## config.mk

```make
export PLATFORM = sky130hd
export DESIGN_NAME = if_fetch_queue_flat
export DESIGN_NICKNAME = d
export VERILOG_FILES = /design/src/rtl/if_fetch_queue_if.sv /design/src/rtl/if_fetch_queue.sv /design/src/flat_wrapper.sv
export SDC_FILE = /design/constraint.sdc
export NUM_CORES = 1
export LEC_CHECK = 0
export CORE_UTILIZATION = 55
export DETAILED_ROUTE_END_ITERATION = 12
export DONT_BUFFER_PORTS = 1
export PLACE_DENSITY_LB_ADDON = 0.25
export SLEW_MARGIN = 20
export SYNTH_ARGS = -nofsm -noshare
export SYNTH_HDL_FRONTEND = slang
export SYNTH_SLANG_ARGS = --single-unit
```

## constraint.sdc

```tcl
create_clock -name clk -period 9.8 [get_ports clk]
set_clock_uncertainty 0.1 [all_clocks]
set_input_delay 1.96 -clock clk [delete_from_list [all_inputs] [get_ports clk]]
set_output_delay 1.96 -clock clk [all_outputs]
set_load 0.02 [all_outputs]
```

## src/rtl/if_fetch_queue_if.sv

```systemverilog
// Fetch-queue handshake bundle: pre-fetch request, I-cache response,
// flush and the decode-side valid/allowin pair.
// master: pre-fetch / I-cache / decode environment; slave: the fetch queue.
interface if_fetch_queue_if #(
  parameter int DEPTH = 4
);
  localparam int CW = $clog2(DEPTH) + 1;

  logic          ps_valid;
  logic [31:0]   ps_pc;
  logic          ps_bd;
  logic          fs_allowin;
  logic          inst_data_ok;
  logic [31:0]   inst_rdata;
  logic          flush;
  logic          ds_allowin;
  logic          fs_to_ds_valid;
  logic [70:0]   fs_to_ds_bus;
  logic [31:0]   fs_pc;
  logic [CW-1:0] fq_count;

  modport master (
    output ps_valid, ps_pc, ps_bd, inst_data_ok, inst_rdata, flush, ds_allowin,
    input  fs_allowin, fs_to_ds_valid, fs_to_ds_bus, fs_pc, fq_count
  );

  modport slave (
    input  ps_valid, ps_pc, ps_bd, inst_data_ok, inst_rdata, flush, ds_allowin,
    output fs_allowin, fs_to_ds_valid, fs_to_ds_bus, fs_pc, fq_count
  );
endinterface

```

## src/rtl/if_fetch_queue.sv

```systemverilog
// In-order instruction fetch queue between pre-fetch/I-cache and decode.
// Tracks outstanding cache requests, drops responses belonging to flushed
// requests, and tags misaligned PCs with AdEL.
// Optional: define IF_FQ_BYPASS_EN to forward a returning instruction straight
// to decode when it belongs to the head entry.
module if_fetch_queue #(
  parameter int          DEPTH    = 4,
  parameter logic [31:0] PC_RESET = 32'hbfbffffc,
  parameter logic [4:0]  EXC_NONE = 5'h1f
) (
  input  logic           clk,
  input  logic           resetn,
  if_fetch_queue_if.slave fq
);
  localparam int         AW       = $clog2(DEPTH);
  localparam int         CW       = AW + 1;
  localparam logic [4:0] EXC_ADEL = 5'h04;

  logic [31:0]      pc_q   [DEPTH];
  logic [31:0]      pc_d   [DEPTH];
  logic [31:0]      inst_q [DEPTH];
  logic [31:0]      inst_d [DEPTH];
  logic [DEPTH-1:0] bd_q, bd_d;
  logic [DEPTH-1:0] ex_q, ex_d;
  logic [DEPTH-1:0] filled_q, filled_d;
  logic [AW-1:0]    head_q, head_d;
  logic [AW-1:0]    tail_q, tail_d;
  logic [CW-1:0]    count_q, count_d;
  logic [CW-1:0]    drop_q, drop_d;
  logic [31:0]      fs_pc_q, fs_pc_d;

  logic             fill_found;
  logic [AW-1:0]    fill_idx;
  logic [CW-1:0]    pend_cnt;
  logic             head_unfilled;
  logic             bypass_hit;
  logic             resp_drop;
  logic             resp_fill;
  logic             accept;
  logic             pop;
  logic [31:0]      head_inst;

  // Locate the oldest unfilled aligned entry and count all unfilled entries.
  always_comb begin
    fill_found = 1'b0;
    fill_idx   = head_q;
    pend_cnt   = '0;
    for (int unsigned i = 0; i < DEPTH; i++) begin
      if ((CW'(i) < count_q) && !filled_q[head_q + AW'(i)]) begin
        pend_cnt = pend_cnt + CW'(1);
        if (!fill_found) begin
          fill_found = 1'b1;
          fill_idx   = head_q + AW'(i);
        end
      end
    end
  end

  // Handshake outputs and response classification.
  always_comb begin
    head_unfilled = (count_q != '0) && !filled_q[head_q];
    resp_drop     = fq.inst_data_ok && (drop_q != '0);
    resp_fill     = fq.inst_data_ok && (drop_q == '0) && fill_found;
`ifdef IF_FQ_BYPASS_EN
    bypass_hit    = resp_fill && head_unfilled;
`else
    bypass_hit    = 1'b0;
`endif
    fq.fs_allowin     = !fq.flush &&
                        (({1'b0, count_q} + {1'b0, drop_q}) < (CW + 1)'(DEPTH));
    fq.fs_to_ds_valid = !fq.flush && (count_q != '0) &&
                        (filled_q[head_q] || bypass_hit);
    accept            = fq.ps_valid && fq.fs_allowin;
    pop               = fq.fs_to_ds_valid && fq.ds_allowin;
    head_inst         = ex_q[head_q] ? '0 :
                        (bypass_hit ? fq.inst_rdata : inst_q[head_q]);
    fq.fs_to_ds_bus   = {ex_q[head_q], (ex_q[head_q] ? EXC_ADEL : EXC_NONE),
                         bd_q[head_q], head_inst, pc_q[head_q]};
    fq.fs_pc          = fs_pc_q;
    fq.fq_count       = count_q;
  end

  // Next-state: fill, then either flush or accept/dequeue.
  always_comb begin
    pc_d     = pc_q;
    inst_d   = inst_q;
    bd_d     = bd_q;
    ex_d     = ex_q;
    filled_d = filled_q;
    head_d   = head_q;
    tail_d   = tail_q;
    count_d  = count_q;
    drop_d   = drop_q - CW'(resp_drop);
    fs_pc_d  = fs_pc_q;

    // A bypassed entry that pops this cycle never needs its slot written.
    if (resp_fill && !(bypass_hit && pop)) begin
      filled_d[fill_idx] = 1'b1;
      inst_d[fill_idx]   = fq.inst_rdata;
    end

    if (fq.flush) begin
      // The response of this cycle is consumed first; every request still
      // unfilled after that has a response in flight that must be dropped.
      filled_d = '0;
      head_d   = '0;
      tail_d   = '0;
      count_d  = '0;
      drop_d   = drop_q - CW'(resp_drop) + pend_cnt - CW'(resp_fill);
    end else begin
      if (accept) begin
        pc_d[tail_q]     = fq.ps_pc;
        bd_d[tail_q]     = fq.ps_bd;
        ex_d[tail_q]     = |fq.ps_pc[1:0];
        filled_d[tail_q] = |fq.ps_pc[1:0];
        inst_d[tail_q]   = '0;
        tail_d           = tail_q + AW'(1);
        fs_pc_d          = fq.ps_pc;
      end
      if (pop) begin
        head_d = head_q + AW'(1);
      end
      count_d = count_q + CW'(accept) - CW'(pop);
    end
  end

  // State registers.
  always_ff @(posedge clk or negedge resetn) begin
    if (!resetn) begin
      for (int unsigned i = 0; i < DEPTH; i++) begin
        pc_q[i]   <= '0;
        inst_q[i] <= '0;
      end
      bd_q     <= '0;
      ex_q     <= '0;
      filled_q <= '0;
      head_q   <= '0;
      tail_q   <= '0;
      count_q  <= '0;
      drop_q   <= '0;
      fs_pc_q  <= PC_RESET;
    end else begin
      pc_q     <= pc_d;
      inst_q   <= inst_d;
      bd_q     <= bd_d;
      ex_q     <= ex_d;
      filled_q <= filled_d;
      head_q   <= head_d;
      tail_q   <= tail_d;
      count_q  <= count_d;
      drop_q   <= drop_d;
      fs_pc_q  <= fs_pc_d;
    end
  end
endmodule
```

## src/flat_wrapper.sv

```systemverilog
// flat-port wrapper written by rule: the top's interface ports become plain ports
module if_fetch_queue_flat 
#(
  parameter int          DEPTH    = 4,
  parameter logic [31:0] PC_RESET = 32'hbfbffffc,
  parameter logic [4:0]  EXC_NONE = 5'h1f
)
  (clk, resetn, fq_ps_valid, fq_ps_pc, fq_ps_bd, fq_inst_data_ok, fq_inst_rdata, fq_flush, fq_ds_allowin, fq_fs_allowin, fq_fs_to_ds_valid, fq_fs_to_ds_bus, fq_fs_pc, fq_fq_count);
  if_fetch_queue_if #(.DEPTH(DEPTH)) fq_i ();
  input  logic clk;
  input  logic resetn;
  input wire logic [$bits(fq_i.ps_valid)-1:0] fq_ps_valid;
  input wire logic [$bits(fq_i.ps_pc)-1:0] fq_ps_pc;
  input wire logic [$bits(fq_i.ps_bd)-1:0] fq_ps_bd;
  input wire logic [$bits(fq_i.inst_data_ok)-1:0] fq_inst_data_ok;
  input wire logic [$bits(fq_i.inst_rdata)-1:0] fq_inst_rdata;
  input wire logic [$bits(fq_i.flush)-1:0] fq_flush;
  input wire logic [$bits(fq_i.ds_allowin)-1:0] fq_ds_allowin;
  output wire logic [$bits(fq_i.fs_allowin)-1:0] fq_fs_allowin;
  output wire logic [$bits(fq_i.fs_to_ds_valid)-1:0] fq_fs_to_ds_valid;
  output wire logic [$bits(fq_i.fs_to_ds_bus)-1:0] fq_fs_to_ds_bus;
  output wire logic [$bits(fq_i.fs_pc)-1:0] fq_fs_pc;
  output wire logic [$bits(fq_i.fq_count)-1:0] fq_fq_count;
  assign fq_i.ps_valid = fq_ps_valid;
  assign fq_i.ps_pc = fq_ps_pc;
  assign fq_i.ps_bd = fq_ps_bd;
  assign fq_i.inst_data_ok = fq_inst_data_ok;
  assign fq_i.inst_rdata = fq_inst_rdata;
  assign fq_i.flush = fq_flush;
  assign fq_i.ds_allowin = fq_ds_allowin;
  assign fq_fs_allowin = fq_i.fs_allowin;
  assign fq_fs_to_ds_valid = fq_i.fs_to_ds_valid;
  assign fq_fs_to_ds_bus = fq_i.fs_to_ds_bus;
  assign fq_fs_pc = fq_i.fs_pc;
  assign fq_fq_count = fq_i.fq_count;
  if_fetch_queue #(.DEPTH(DEPTH), .PC_RESET(PC_RESET), .EXC_NONE(EXC_NONE)) u_core (.clk(clk), .resetn(resetn), .fq(fq_i));
endmodule
```

==> qor.yml, run 1 <==
seq_area_frac_synth: 0.5256
drcViolationCount: 11
hold_viol_final: 0
ios: 179
insertion_delay_ps: 510
synth_area_per_cell_um2: 11.65
vias: 9842
power_frac_comb: 0.279
max_freq_mhz: 180.6
period_needed_ps: 5536
clock-sinks: 310
cts_buffers: 34
reg2regPathDepth: 13
cts_hold_buffers: 0
synth_cell_type_count: 46
drt-vias-per-instance: 6.285
grt-ovfl-total: 0
final_nets: 1297
cp_num_cells: 3
worstMarginPinSlew_ps: 993.2
cp_top_family: "buffers and inverters"
worst_setup_path_end_kind: "primary output"
internal-power_w: 0.003061
maxCapViolCount: 0
grt_usage: 0.2483
place_hpwl_um: 18140
grt_max_degree: 311
p_clk_frac: 0.269
syn_nets: 1364
vdd_ir_drop_max_mv: 0.2515
cp.arrival_ps: 3480
min_path_type: "flip-flop to flip-flop"
fp.dieW_um: 166.2
total_power_w: 0.004574
synth_xor_area_frac: 0.006498
min_period_over_period: 0.5649
drtIter0Drc: 900
outcome: "finished with violations"
violations: "design-rule violations"
setup_violations: 0
cts_buffer_depth: 3
wire_per_inst_um: 21.49
gp_congestion: 0.7728
antenna_cells: 0
regToRegSetupSlack_ps: 4320
rsz0062_at_grt: "no"
tns_ps: 0
async_reset_ff_frac: 1.000
crit_slowest_cell: "mux4_2"
grt_pass1_wl_um: 54990
path_clk_slew_ps: 60
p_per_area_nw_per_um2: 286.9
crit_chain: "buf_4 -> mux4_2 -> inv_1"
synthCells: 1273
holdPathStages: 1
synthAdderAreaFrac: 0.01789
path_buf_inv: 2
start_util: 0.5642
cts_max_level: 2
area_delta_synth_final_pct: 7.519
synth_ff_type: "dfrtp_1"
postRouteAntennaNets: 0
slew_headroom: 0.3378
power_switching_share: 0.3308
synthMuxAreaShare: 0.2100
use_met2: 0.4060
setup.worst_path.start_class: "flip-flop"
yosysWarnings: 0
antenna_found_initial: 0
post_cts_buffers: 0
rows: 59
met1_usage: 0.3328
synth_top_family_by_area: "multiplexers"
ys_seq_elements: 310
use_met3: 0.06721
final_util: 0.6066
finalMaxSlewViolations: 0
synth-compound-area-share: 0.09992
die_h_um: 166.2
layout-drive-gt1-share: 0.2502
die_area_um2: 27620
syn_area_um2: 14830
seqPwrFrac: 0.452
top_usage_layer: "met2"
fill_cells: 2072
critPathMaxStageDelay_ps: 960
grt_pass1_vias: 10050
first_pass_iters: 9
tritoncts: "done"
p_sw_w: 0.001513
wirelength_um: 33650
synth_simple_gate_area_share: 0.09831
cts_root_buf: "clkbuf_16"
p_leak_nw: 6.795
core_um2: 26280
cp.required_ps: 7740
crit_fanout: 54
synth-edff-count: 0
setup.worst_path.class: "flip-flop to primary output"
io_buffers: 0
cts_resized: 0
power by group through the flow:
stage          logic (W)  clock network (W)  registers, W
6_report         0.00127            0.00123       0.00207
5_1_grt          0.00140            0.00131       0.00212
4_1_cts          0.00128            0.00126       0.00207
3_5_place_dp     0.00128                  0       0.00208
3_3_place_gp     0.00124                  0       0.00207
2_1_floorplan    0.00111                  0       0.00200
cell type report:
| class | count | area [um2] | area share |
|---|---|---|---|
| multi-input combinational | 825 | 6456 | 0.4050 |
| clock inverter | 6 | 73.82 | 0.004631 |
| tap | 335 | 419.2 | 0.02629 |
| timing repair buffer | 16 | 120.1 | 0.007535 |
| sequential | 310 | 7800 | 0.4893 |
| inverter | 19 | 71.32 | 0.004474 |
| clock buffer | 55 | 1001 | 0.06279 |
per-layer routing:
metal,up-vias,wire length [um]
li1,4423,-
met1,5025,14110
met2,347,16140
met3,47,2828
met4,0,568
met5,-,0
per-stage QoR:
step                hold slack [ps]  instances  setup WS [ps]  instance area (um2)
finish                        401.5       1566           4264                15940
floorplan                     375.2       1273           4724                14830
global route                  414.5       1566           3830                15940
detailed placement            391.6       1505           4263                14870
global placement              383.8       1505           4373                14870
CTS                           405.2       1566           4210                15940
cell usage in the layout, fill, tap and decap left out, types with 8 or more instances in the layout:
master	n
nand2_1	105
o21ai_1	21
buf_4	16
inv_1	18
dfstp_2	28
nor2b_1	34
mux4_2	70
o21ai_0	111
ha_1	18
nor2_1	11
dfrtp_1	280
clkbuf_16	35
mux2_2	133
a21oi_1	133
clkbuf_1	15
nand3_1	131
a211oi_1	8
cell usage after synthesis (3+ instances only):
master,number,area share
or3_1,3,0.0013
dfstp_2,28,0.050
a21oi_1,133,0.045
nand2_1,105,0.027
nor2b_1,34,0.014
xnor2_1,8,0.0047
buf_6,6,0.0046
buf_4,4,0.0020
clkbuf_1,66,0.017
nand3_1,131,0.044
buf_2,25,0.0084
o21ai_1,21,0.0071
a211oi_1,8,0.0041
nor3_1,3,0.0010
inv_1,18,0.0046
xor2_1,3,0.0018
and3_1,4,0.0017
buf_1,13,0.0033
mux2_2,133,0.10
clkbuf_2,5,0.0017
ha_1,18,0.015
nor2_1,11,0.0028
dfrtp_1,282,0.48
mux2i_1,4,0.0027
mux4_2,70,0.11
o21ai_0,111,0.037
state kept, by name (all words and copies together), names as in the netlist:
name and count:
u_core.head_q 2, u_core.fq.fq_count 3, u_core.filled_q 4, u_core.inst_q 128
u_core.tail_q 2, u_core.bd_q 4, u_core.fq.fs_pc 32, u_core.drop_q 3
u_core.ex_q 4, u_core.pc_q 128
cell families (layout without fill, tap and decap cells):
| family | count (synthesis) | after routing |
|---|---|---|
| AOI/OAI and AO/OA | 283 | 283 |
| xor gates and xnor gates | 11 | 11 |
| adders and majority gates | 20 | 20 |
| buffers and inverters | 138 | 96 |
| DFF | 310 | 310 |
| muxes | 207 | 207 |
| other | 1 | 1 |
| and+or+nand+nor | 303 | 303 |
path summary, 6_finish.rpt:
path / start / to
max: u_core.head_q[1]$_DFFE_PN0P_ / fq_fs_to_ds_bus[66]
max reg2reg: u_core.head_q[0]$_DFFE_PN0P_ / u_core.inst_q[86]$_DFF_PN0_
min reg2reg: u_core.bd_q[2]$_DFFE_PN0P_ / u_core.bd_q[2]$_DFFE_PN0P_
max in group asynchronous: resetn / u_core.head_q[1]$_DFFE_PN0P_
min in group asynchronous: resetn / u_core.inst_q[3]$_DFF_PN0_
min: u_core.bd_q[2]$_DFFE_PN0P_ / u_core.bd_q[2]$_DFFE_PN0P_
worst register-to-register path, stage by stage (launching register included):
cell and delay, ps:
dfrtp_4 820, buf_4 890, mux4_2 650, nor2_1 150, inv_1 60, ha_1 280, nand4b_1 130, o311ai_0 160
o221ai_2 370, xnor2_2 180, buf_4 480, buf_4 710, o21ai_0 240, a21oi_1 180
No activity file was read; power rests on OpenSTA's default activity.
==> run 2: changes to the inputs <==
--- a/config.mk
+++ b/config.mk
@@ -5,6 +5,7 @@
 export SDC_FILE = /design/constraint.sdc
 export NUM_CORES = 1
 export LEC_CHECK = 0
+export ABC_AREA = 1
 export CORE_UTILIZATION = 55
 export DETAILED_ROUTE_END_ITERATION = 12
 export DONT_BUFFER_PORTS = 1
==> constraint.sdc (replaced) <==
create_clock -name clk -period 5.05 [get_ports clk]
set_clock_uncertainty 0.1 [all_clocks]
set_input_delay 1.01 -clock clk [delete_from_list [all_inputs] [get_ports clk]]
set_output_delay 1.01 -clock clk [all_outputs]
set_load 0.02 [all_outputs]
==> run 2 against run 1 <==
Compared with the run above: the flow now finishes without violations; critical endpoint is now fq_fs_to_ds_bus[57]; highest routed layer unchanged; synthesized cell count is 40% higher; design area down 1.1%; non-clock buffer count increased by 1; sequential share of layout area rose by 0.48 points; die area down 1.7%; clock-buffer cell count fell by 1; worst hold slack lost 300 ps; combinational power rose by 87%.
==> qor.yml, run 2 <==
cp.required_ps: 3940  # -3800 ps
max_freq_mhz: 234.4
wire_per_inst_um: 17.20  # -20%
grt-ovfl-total: 0  # unchanged
internal-power_w: 0.005776  # +89%
fp.dieW_um: 164.8  # -0.85%
slew_headroom: 0.2987  # -0.03917
cp-startpoint: "u_core.head_q[0]$_DFFE_PN0P_"
area_delta_synth_final_pct: 8.234
synthMuxAreaShare: 0.0007727  # -0.2093
tns_ps: 0  # unchanged
register_area_um2: 7792  # about the same
layout_commonest_cell: "nand2_1"
synth_simple_gate_area_share: 0.2512  # +0.1529
die_h_um: 164.8  # -0.85%
worst_setup_path_end_kind: "primary output"
p_leak_nw: 8.137  # +20%
cts_buffers: 34  # unchanged
wirelength_um: 35630  # +5.9%
tritoncts: "done"
synthAdderAreaFrac: 0.01820  # +0.0003118
multiInputGateArea_um2: 5833  # -9.7%
synth_ff_type: "dfrtp_1"
crit_slowest_cell: "dfrtp_1"
antenna_cells: 0  # unchanged
regToRegSetupSlack_ps: 1270  # -3050 ps
cp.arrival_ps: 3160  # -320 ps
finalMaxSlewViolations: 0  # unchanged
vias: 11610  # +18%
start_util: 0.5592  # -0.004952
hold_ws_ps: 106.5  # -295.0 ps
syn_nets: 1873  # +37%
grt_pass1_wl_um: 57330  # +4.3%
core_um2: 26060  # -0.84%
seq_area_frac_synth: 0.5347  # +0.009160
rsz0062_at_grt: "no"
path_buf_inv: 4  # +2
synthTopCellsByArea: "dfrtp_1, nand2_1, nor2_1, o21ai_0, dfstp_2"
endpoint: "fq_fs_to_ds_bus[57]"
yosysWarnings: 0  # unchanged
critPathMaxStageDelay_ps: 540  # -420 ps
post_cts_buffers: 0  # unchanged
synth_cell_type_count: 35  # -24%
drcViolationCount: 0  # -11
synth_top_cell_area_share: 0.4842  # +0.008296
final_nets: 1803  # +39%
rr_endpoint: "u_core.inst_q[104]$_DFF_PN0_"
synth_xor_area_frac: 0.003005  # -0.003493
cts_root_buf: "clkbuf_16"
grt_usage: 0.2684  # +0.02012
hold_viol_final: 0  # unchanged
synth_area_per_cell_um2: 8.178  # -30%
cts_resized: 0  # unchanged
yosys-top-cells-count: "nand2_1, dfrtp_1, nor2_1"
clock-sinks: 310  # unchanged
async_reset_ff_frac: 1.000  # unchanged
synth-compound-area-share: 0.1242  # +0.02432
io_buffers: 0  # unchanged
synth_top_area_cell: "dfrtp_1"
ys_seq_elements: 310  # unchanged
layout_common_cells: "nand2_1, dfrtp_1, nor2_1"
antenna_found_initial: 0  # unchanged
power_frac_comb: 0.264  # -0.015
synth_most_common_cell: "nand2_1"
grt_pass1_vias: 11110  # +10%
grt_max_degree: 311  # unchanged
p_sw_w: 0.003225  # +110%
ios: 179  # unchanged
path_common_cell: "buf_4"
crit_chain: "inv_4 -> nand2_2 -> o22ai_1 -> a21oi_1 -> o21a_1 -> buf_4 -> inv_1 -> buf_4 -> a31oi_1"
setup.worst_path.start_class: "flip-flop"
min_path_type: "input pin to async pin"
synthCells: 1782  # +40%
p_clk_frac: 0.284  # +0.015
power_switching_share: 0.3583  # +0.02756
insertion_delay_ps: 510  # about the same
period_needed_ps: 4266
drtIter0Drc: 1202  # +34%
gp_congestion: 0.8170  # +5.7%
min_period_over_period: 0.8447
rows: 59  # unchanged
outcome: "finished clean"
p_per_area_nw_per_um2: 570.7  # +99%
vdd_ir_drop_max_mv: 0.4213  # +67%
r2r_start: "u_core.head_q[0]$_DFFE_PN0P_"
place_hpwl_um: 20730  # +14%
cts_max_level: 2  # unchanged
setup_violations: 0  # unchanged
fill_cells: 2328  # +12%
synth_top_family_by_area: "simple AND/OR/NAND/NOR gates"
cp_num_cells: 9  # +6
first_pass_iters: 5  # -4
cp_top_family: "buffers and inverters"
seqPwrFrac: 0.452  # about the same
crit_fanout: 18  # -67%
layout-drive-gt1-share: 0.07830  # -0.1719
cts_buffer_depth: 3  # unchanged
reg2regPathDepth: 17  # +4
synth-edff-count: 0  # unchanged
worstMarginPinSlew_ps: 1052  # +58.76 ps
drt-vias-per-instance: 5.603  # -11%
postRouteAntennaNets: 0  # unchanged
syn_area_um2: 14570  # -1.7%
path_clk_slew_ps: 60  # about the same
die_area_um2: 27150  # -1.7%
setup.worst_path.class: "flip-flop to primary output"
cts_hold_buffers: 0  # unchanged
maxCapViolCount: 0  # unchanged
run 2: cell families (layout without fill, tap and decap cells):
kind of cell               count (synthesis)  count (layout)
adders and majority gates                 20              20
buffers and inverters                    230             185
muxes                                      1               1
other                                      1               1
AOI/OAI and AO/OA                        306             306
and+or+nand+nor                          909             909
DFF                                      310             310
xor gates and xnor gates                   5               5
run 2: metrics by stage:
| stage | util | total power [W] | std cells | instance area [um2] | worst slack, ps |
|---|---|---|---|---|---|
| after detailed placement | 0.5603 | 0.006469 | 2011 | 14600 | 1230 |
| after CTS | 0.6053 | 0.009045 | 2072 | 15770 | 806.9 |
| after global placement | 0.5603 | 0.006356 | 2011 | 14600 | 1331 |
| after floorplan | - | 0.005906 | 1782 | 14570 | 1553 |
| after global routing | 0.6053 | 0.009590 | 2072 | 15770 | 570.2 |
| final | 0.6053 | 0.009001 | 2072 | 15770 | 784.3 |
run 2: final cells by class:
type | instances | area share
well taps | 335 | 0.02657
repair buffers | 17 | 0.009678
inverters | 107 | 0.02562
clock inverters | 7 | 0.006584
multi-input cells | 1242 | 0.3698
clock buffers | 54 | 0.06767
flip-flops and latches | 310 | 0.4941
run 2: worst register-to-register path: cells and delay by family (launching register included):
kind,cells,cell delay [ps]
fa+ha+maj,1,220
buf+inv,3,450
simple gates,13,2360
flops,1,540
run 2: power by group through the flow:
stage | clock, W | sequential [W] | combinational (W)
CTS | 0.00260 | 0.00406 | 0.00239
finish | 0.00256 | 0.00407 | 0.00238
global placement | 0 | 0.00406 | 0.00230
floorplan | 0 | 0.00397 | 0.00194
global route | 0.00270 | 0.00417 | 0.00272
detailed placement | 0 | 0.00409 | 0.00238
run 2: worst min path at each step:
| stage | from | to | depth (start not counted) |
|---|---|---|---|
| after CTS | resetn | u_core.fq.fq_count[1]$_DFF_PN0_ | 0 |
| final | resetn | u_core.inst_q[28]$_DFF_PN0_ | 0 |
| after global routing | resetn | u_core.inst_q[28]$_DFF_PN0_ | 0 |
| after detailed placement | u_core.pc_q[15]$_DFFE_PN0P_ | u_core.pc_q[15]$_DFFE_PN0P_ | 2 |
| after floorplan | u_core.pc_q[11]$_DFFE_PN0P_ | u_core.pc_q[11]$_DFFE_PN0P_ | 2 |
| after global placement | u_core.pc_q[63]$_DFFE_PN0P_ | u_core.pc_q[63]$_DFFE_PN0P_ | 2 |
run 2: routing by layer:
layer	vias up	GRT usage	routed length, um
li1	5607	-	-
met1	5585	0.3546	15330
met2	365	0.4463	17130
met3	53	0.05475	2451
met4	0	0.07923	726
met5	-	0	0
